===== config.mk =====
export PLATFORM = sky130hd
export DESIGN_NAME = pipe_hazard_unit
export DESIGN_NICKNAME = d
export VERILOG_FILES = /design/src/rtl/pipe_hazard_unit.sv
export SDC_FILE = /design/constraint.sdc
export NUM_CORES = 1
export LEC_CHECK = 0
export ABC_AREA = 1
export ABC_CLOCK_PERIOD_IN_PS = 2000
export CORE_MARGIN = 5
export CORE_UTILIZATION = 23
export DETAILED_ROUTE_END_ITERATION = 10
export PLACE_DENSITY = 0.39
export REMOVE_ABC_BUFFERS = 1
export SLEW_MARGIN = 20
export SYNTH_ARGS = -nofsm -noshare
export SYNTH_HDL_FRONTEND = slang
export SYNTH_SLANG_ARGS = --single-unit

===== constraint.sdc =====
create_clock -name clk_HU -period 2 [get_ports clk_HU]
set_clock_uncertainty 0.1 [all_clocks]
set_input_delay 0.4 -clock clk_HU [delete_from_list [all_inputs] [get_ports clk_HU]]
set_output_delay 0.4 -clock clk_HU [all_outputs]
set_load 0.01 [all_outputs]

===== src/rtl/pipe_hazard_unit.sv =====
// rtl/pipe_hazard_unit.sv - hazard detection and forwarding control for the 5-stage pipeline
//
// Tracks the destination registers of the instructions in EX, MEM and WB and
// decides, for the instruction sitting in ID, whether the front end must stall,
// whether a taken branch flushes, and where EX should take its ALU operands.
//
// Ports:
//   clk_HU, rstn_HU        clock, asynchronous active-low reset
//   id_valid_HU            ID holds a real instruction
//   id_rs_HU, id_rt_HU     source register fields in ID
//   id_use_rs_HU/_rt_HU    ID instruction actually reads rs / rt
//   id_wr_HU, id_dst_HU    ID instruction writes id_dst_HU
//   id_load_HU             ID instruction is a load
//   mem_br_taken_HU        branch resolved taken in MEM
//   pc_en_HU, ifid_en_HU   front-end enables (low while stalled)
//   bubble_HU              insert a NOP into ID/EX
//   flush_HU               clear IF/ID, ID/EX and EX/MEM
//   fwd_a_HU, fwd_b_HU     operand sources for the instruction now in EX
//                          00 regfile, 01 EX/MEM, 10 MEM/WB, 11 WB hold reg
//   stall_cnt_HU           saturating count of stalled cycles
//   flush_cnt_HU           saturating count of taken-branch flushes

module pipe_hazard_unit #(
   parameter int REG_AW = 5,
   parameter int FWD_EN = 1,
   parameter int CNT_W  = 16
) (
   input  logic              clk_HU,
   input  logic              rstn_HU,
   input  logic              id_valid_HU,
   input  logic [REG_AW-1:0] id_rs_HU,
   input  logic [REG_AW-1:0] id_rt_HU,
   input  logic              id_use_rs_HU,
   input  logic              id_use_rt_HU,
   input  logic              id_wr_HU,
   input  logic [REG_AW-1:0] id_dst_HU,
   input  logic              id_load_HU,
   input  logic              mem_br_taken_HU,
   output logic              pc_en_HU,
   output logic              ifid_en_HU,
   output logic              bubble_HU,
   output logic              flush_HU,
   output logic [1:0]        fwd_a_HU,
   output logic [1:0]        fwd_b_HU,
   output logic [CNT_W-1:0]  stall_cnt_HU,
   output logic [CNT_W-1:0]  flush_cnt_HU
);

   localparam logic FWD = (FWD_EN != 0);

   // In-flight destination scoreboard. Only the EX slot needs the load flag:
   // a load is only a problem while it is still in EX.
   logic              ex_v, mem_v, wb_v;
   logic [REG_AW-1:0] ex_dst, mem_dst, wb_dst;
   logic              ex_ld;

   logic use_a, use_b;
   logic a_ex, a_mem, a_wb;
   logic b_ex, b_mem, b_wb;
   logic stall_cond, stall, flush;
   logic [1:0] fwd_a_nxt, fwd_b_nxt;

   // Newest producer wins so the consumer sees the most recent write.
   function automatic logic [1:0] fwd_sel(input logic m_ex, input logic m_mem, input logic m_wb);
      if (m_ex)
         return 2'b01;
      else if (m_mem)
         return 2'b10;
      else if (m_wb)
         return 2'b11;
      else
         return 2'b00;
   endfunction

   assign use_a = id_valid_HU & id_use_rs_HU;
   assign use_b = id_valid_HU & id_use_rt_HU;

   assign a_ex  = use_a & ex_v  & (ex_dst  == id_rs_HU);
   assign a_mem = use_a & mem_v & (mem_dst == id_rs_HU);
   assign a_wb  = use_a & wb_v  & (wb_dst  == id_rs_HU);
   assign b_ex  = use_b & ex_v  & (ex_dst  == id_rt_HU);
   assign b_mem = use_b & mem_v & (mem_dst == id_rt_HU);
   assign b_wb  = use_b & wb_v  & (wb_dst  == id_rt_HU);

   // With forwarding only a load in EX cannot be bypassed; without it any
   // in-flight producer blocks until it has been written back.
   assign stall_cond = FWD ? (ex_ld & (a_ex | b_ex))
                           : (a_ex | a_mem | a_wb | b_ex | b_mem | b_wb);

   // A taken branch kills the ID instruction anyway, so it never stalls.
   assign flush = mem_br_taken_HU;
   assign stall = stall_cond & ~flush;

   assign pc_en_HU   = ~stall;
   assign ifid_en_HU = ~stall;
   assign bubble_HU  = stall;
   assign flush_HU   = flush;

   // Selects are only meaningful when the ID instruction really moves into EX.
   assign fwd_a_nxt = (!FWD || stall || flush) ? 2'b00 : fwd_sel(a_ex, a_mem, a_wb);
   assign fwd_b_nxt = (!FWD || stall || flush) ? 2'b00 : fwd_sel(b_ex, b_mem, b_wb);

   always_ff @(posedge clk_HU or negedge rstn_HU) begin
      if (!rstn_HU) begin
         ex_v         <= 1'b0;
         mem_v        <= 1'b0;
         wb_v         <= 1'b0;
         ex_dst       <= '0;
         mem_dst      <= '0;
         wb_dst       <= '0;
         ex_ld        <= 1'b0;
         fwd_a_HU     <= 2'b00;
         fwd_b_HU     <= 2'b00;
         stall_cnt_HU <= '0;
         flush_cnt_HU <= '0;
      end else begin
         wb_v   <= mem_v;
         wb_dst <= mem_dst;
         if (flush) begin
            mem_v <= 1'b0;
            ex_v  <= 1'b0;
         end else begin
            mem_v   <= ex_v;
            mem_dst <= ex_dst;
            // $0 is hard-wired, so writes to it never create a dependency.
            ex_v    <= ~stall & id_valid_HU & id_wr_HU & (id_dst_HU != '0);
            ex_dst  <= id_dst_HU;
            ex_ld   <= id_load_HU;
         end

         fwd_a_HU <= fwd_a_nxt;
         fwd_b_HU <= fwd_b_nxt;

         if (stall && (stall_cnt_HU != '1))
            stall_cnt_HU <= stall_cnt_HU + 1'b1;
         if (flush && (flush_cnt_HU != '1))
            flush_cnt_HU <= flush_cnt_HU + 1'b1;
      end
   end

endmodule

==> impl_metrics.xml <==
<?xml version="1.0" encoding="UTF-8"?>
<metrics>
  <group name="routing">
    <metric name="vias" unit="">2863</metric>
    <metric name="drt_drc_violations_left" unit="">0</metric>
    <metric name="wl" unit="um">8970</metric>
    <metric name="viasPerCell" unit="">4.13</metric>
    <metric name="drt_wl_cell" unit="um">12.9</metric>
    <metric name="drtIter0Drc" unit="">163</metric>
    <metric name="drt-pass1-iter-count" unit="">5</metric>
    <metric name="antenna_left" unit="">0</metric>
  </group>
  <group name="finish">
    <metric name="layout.nets" unit="">545</metric>
    <metric name="number_of_antenna_diodes" unit="">0</metric>
    <metric name="post_layout_nonfiller_instances" unit="">693</metric>
    <metric name="multi_input_area" unit="um^2">1450</metric>
    <metric name="layout-drive-gt1-share" unit="%">17.7</metric>
    <metric name="finish.instance_area" unit="um^2">4450</metric>
    <metric name="area_growth" unit="%">47.7</metric>
    <metric name="finalCoreUtilization" unit="%">35.0</metric>
    <metric name="ff_latch_area" unit="um^2">1380</metric>
    <metric name="fillCellCount" unit="">1390</metric>
  </group>
  <group name="sta">
    <metric name="holdWs" unit="ns">0.345</metric>
    <metric name="final_min_period_over_clock_period" unit="%">99.9</metric>
    <metric name="fmax" unit="MHz">501</metric>
    <metric name="timing.final.setup_violations" unit="">0</metric>
    <metric name="slew_headroom" unit="%">60.6</metric>
    <metric name="worstMarginPinSlew" unit="ns">0.584</metric>
    <metric name="setup_ws" unit="ns">0.00272</metric>
    <metric name="rsz_0062_raised_after_global_routing" unit="">true</metric>
    <metric name="timing_hold_violations_final" unit="">0</metric>
    <metric name="final.setup.tns" unit="ns">0</metric>
    <metric name="slew_viol_final" unit="">0</metric>
    <metric name="timing.final.crit_period" unit="ns">2.00</metric>
  </group>
  <group name="setup_path">
    <metric name="critical_path.cell_chain" unit="">nand2_1, nand2_1, nor2_1, nand3_1, nand2_2, nand3_4, buf_2</metric>
    <metric name="startpoint_types" unit="">register</metric>
    <metric name="critPathMostFrequentCell" unit="">sky130_fd_sc_hd__nand2_1</metric>
    <metric name="timing.critical_path.slowest_stage_cell" unit="">sky130_fd_sc_hd__dfrtp_1</metric>
    <metric name="cpPeakStageDelay" unit="ns">0.42</metric>
    <metric name="worstPathMaxFanout" unit="">4</metric>
    <metric name="arrival" unit="ns">1.50</metric>
    <metric name="required" unit="ns">1.50</metric>
    <metric name="worst_setup_path_end_kind" unit="">output port</metric>
    <metric name="worstSetupPathType" unit="">reg -&gt; out</metric>
  </group>
  <group name="power">
    <metric name="leakagePower" unit="nW">2.19</metric>
    <metric name="power.ir.vdd_worst" unit="mV">0.416</metric>
    <metric name="power_total" unit="mW">2.95</metric>
    <metric name="power_density_normalized_to_cell_area" unit="nW/um^2">663</metric>
  </group>
  <group name="yosys">
    <metric name="syn-instance-count" unit="">398</metric>
    <metric name="dominant_combinational_cell_family_by_area_after_synthesis" unit="">simple AND/OR/NAND/NOR gates</metric>
    <metric name="ys_seq_elements" unit="">55</metric>
    <metric name="synth_most_common_cell" unit="">sky130_fd_sc_hd__nand2_1</metric>
    <metric name="synth-edff-count" unit="">0</metric>
    <metric name="synth_mux_area_share" unit="%">0</metric>
    <metric name="ys_seq_area_share" unit="%">45.6</metric>
    <metric name="netlist.area_leader.share" unit="%">45.6</metric>
    <metric name="synth_top_flop_cell" unit="">sky130_fd_sc_hd__dfrtp_1</metric>
    <metric name="synth-simple-area-share" unit="%">31.2</metric>
    <metric name="synth_largest_area_cell" unit="">sky130_fd_sc_hd__dfrtp_1</metric>
    <metric name="synthArstFlopShare" unit="%">100</metric>
    <metric name="syn-cell-area" unit="um^2">3020</metric>
    <metric name="synth_area_in_compound_gates" unit="%">4.36</metric>
    <metric name="post_synth_xor_area_fraction" unit="%">11.0</metric>
    <metric name="synth.top_cells.by_area" unit="">sky130_fd_sc_hd__dfrtp_1 (46%), sky130_fd_sc_hd__nand2_1 (19%), sky130_fd_sc_hd__xnor2_1 (5.8%)</metric>
    <metric name="synth.yosys.warnings" unit="">0</metric>
    <metric name="yosysUniqueCellTypes" unit="">30</metric>
    <metric name="synth_adder_area_share" unit="%">0.830</metric>
    <metric name="synth_top_cells_by_count" unit="">sky130_fd_sc_hd__nand2_1 (154), sky130_fd_sc_hd__dfrtp_1 (55), sky130_fd_sc_hd__inv_1 (40), sky130_fd_sc_hd__nor2_1 (40), sky130_fd_sc_hd__xnor2_1 (20)</metric>
    <metric name="synthesis.area_per_instance" unit="um^2">7.58</metric>
  </group>
  <group name="global_routing">
    <metric name="globalRouteTotalUtil" unit="%">11.9</metric>
    <metric name="grt_first_pass_wirelength" unit="um">14900</metric>
    <metric name="grt_pass1_vias" unit="">2885</metric>
    <metric name="grt_start_max_net_pins" unit="">20</metric>
    <metric name="gr-total-overflow" unit="">0</metric>
    <metric name="grt_antenna_before_repair" unit="">0</metric>
  </group>
  <group name="placement">
    <metric name="placement.io_buffers" unit="">62</metric>
    <metric name="placedInstanceArea" unit="um^2">4150</metric>
    <metric name="finalWeightedCongestion" unit="">0.898</metric>
    <metric name="detailed_place_hpwl" unit="um">7050</metric>
    <metric name="detailedPlace.worstSlack" unit="ns">-0.773</metric>
    <metric name="placedCellCount" unit="">668</metric>
  </group>
  <group name="status">
    <metric name="outcome" unit="">complete, no violations</metric>
  </group>
  <group name="clocking">
    <metric name="cts.path.max_buffers" unit="">2</metric>
    <metric name="clock_latency" unit="ns">0.29</metric>
    <metric name="cts.root.buffer_cell" unit="">sky130_fd_sc_hd__clkbuf_16</metric>
    <metric name="maximum_level_of_the_cts_h_tree" unit="">2</metric>
    <metric name="clk_pin_slew_worst_paths" unit="ns">0.07</metric>
    <metric name="clkSinkCount" unit="">55</metric>
    <metric name="cts_tree" unit="">yes</metric>
    <metric name="cts_buffers" unit="">5</metric>
  </group>
  <group name="floorplanning">
    <metric name="rows" unit="">41</metric>
    <metric name="design.die.area" unit="um^2">15500</metric>
    <metric name="chipWidth" unit="um">125</metric>
    <metric name="die_h" unit="um">125</metric>
    <metric name="core" unit="um^2">12700</metric>
    <metric name="initial_util" unit="%">23.7</metric>
    <metric name="floorplan.io_pins" unit="">63</metric>
  </group>
  <group name="worst_hold_path">
    <metric name="hold_path.class" unit="">reg -&gt; reg</metric>
  </group>
  <group name="run">
    <metric name="cap_violations" unit="">0</metric>
  </group>
</metrics>
==> logic make-up (layout without fill, tap and decap cells) <==
logic type / Yosys count / after routing
AO/OA/AOI/OAI: 24 / 24
XOR/XNOR: 38 / 38
buffers and inverters: 51 / 174
AND/OR/NAND/NOR: 228 / 228
adder cells (fa/ha/maj): 2 / 2
flip-flops: 55 / 55
==> cell usage in the layout (no fill, tap or decap), types with 13 or more instances in the layout <==
| master | netlist | layout |
|---|---|---|
| sky130_fd_sc_hd__xnor2_1 | 20 | 20 |
| sky130_fd_sc_hd__inv_1 | 40 | 36 |
| sky130_fd_sc_hd__nor2_1 | 40 | 38 |
| sky130_fd_sc_hd__buf_4 | 2 | 56 |
| sky130_fd_sc_hd__clkdlybuf4s50_1 | 0 | 44 |
| sky130_fd_sc_hd__xor2_1 | 18 | 18 |
| sky130_fd_sc_hd__nand3_1 | 17 | 17 |
| sky130_fd_sc_hd__o21ai_0 | 13 | 13 |
| sky130_fd_sc_hd__dfrtp_1 | 55 | 54 |
| sky130_fd_sc_hd__nand2_1 | 154 | 152 |
| sky130_fd_sc_hd__dlygate4sd2_1 | 0 | 13 |
==> power by group <==
part	total [mW]	internal (mW)	switching (mW)	leakage (nW)
Clock	1.03	0.624	0.405	0.0868
Sequential	1.33	1.21	0.121	0.717
Combinational	0.592	0.317	0.274	1.38
Total	2.95	2.15	0.800	2.19
==> area by class of cell <==
class | count | area share, %
Clock inverter | 2 | 0.787
Inverter | 45 | 3.79
Tap cell | 172 | 4.83
Timing Repair Buffer | 121 | 24.0
Multi-Input combinational cell | 292 | 32.6
Clock buffer | 6 | 3.12
Sequential cell | 55 | 30.9
==> worst max-delay path, delay by kind of cell, from the launching register on <==
| family | cells | cell delay [ns] |
|---|---|---|
| buffers and inverters | 1 | 0.16 |
| AND/OR/NAND/NOR | 6 | 0.64 |
| flip-flops | 1 | 0.42 |
==> routing by layer <==
layer	GRT usage, %	wire, um	vias up
met1	16.6	4500	1323
met2	17.6	3900	58
li1	-	-	1467
met5	0	0	-
met4	4.71	212	0
met3	2.83	359	15
==> sequential cells by signal, summed over array words and instances (netlist names) <==
signal	count
flush_cnt_HU	16
stall_cnt_HU	16
ex_dst	5
mem_dst	5
wb_dst	5
fwd_a_HU	2
fwd_b_HU	2
ex_ld	1
ex_v	1
mem_v	1
wb_v	1
==> final timing paths <==
path                            startpoint              end  slack (ns)  depth (start not counted)
worst max-delay path             ex_dst[2]       ifid_en_HU       0.003                          7
worst min register to register       mem_v             wb_v        0.35                          0
worst max register to register   ex_dst[2]  stall_cnt_HU[4]        0.17                         12
worst min-delay path                 mem_v             wb_v        0.35                          0
min in group asynchronous          rstn_HU        wb_dst[2]        0.49                          2
max in group asynchronous          rstn_HU  stall_cnt_HU[6]        0.75                          3
==> timing repair <==
| action | CTS | global route |
|---|---|---|
| gates resized for setup | 35 | 6 |
| hold endpoints to repair | 13 | 0 |
| gates cloned | 0 | 0 |
| hold buffers | 1 | 0 |
| pin swaps | 7 | 4 |
| endpoints found under the setup margin | 20 | 20 |
| setup buffers | 15 | 1 |
No activity file was read; power rests on OpenSTA's default activity.
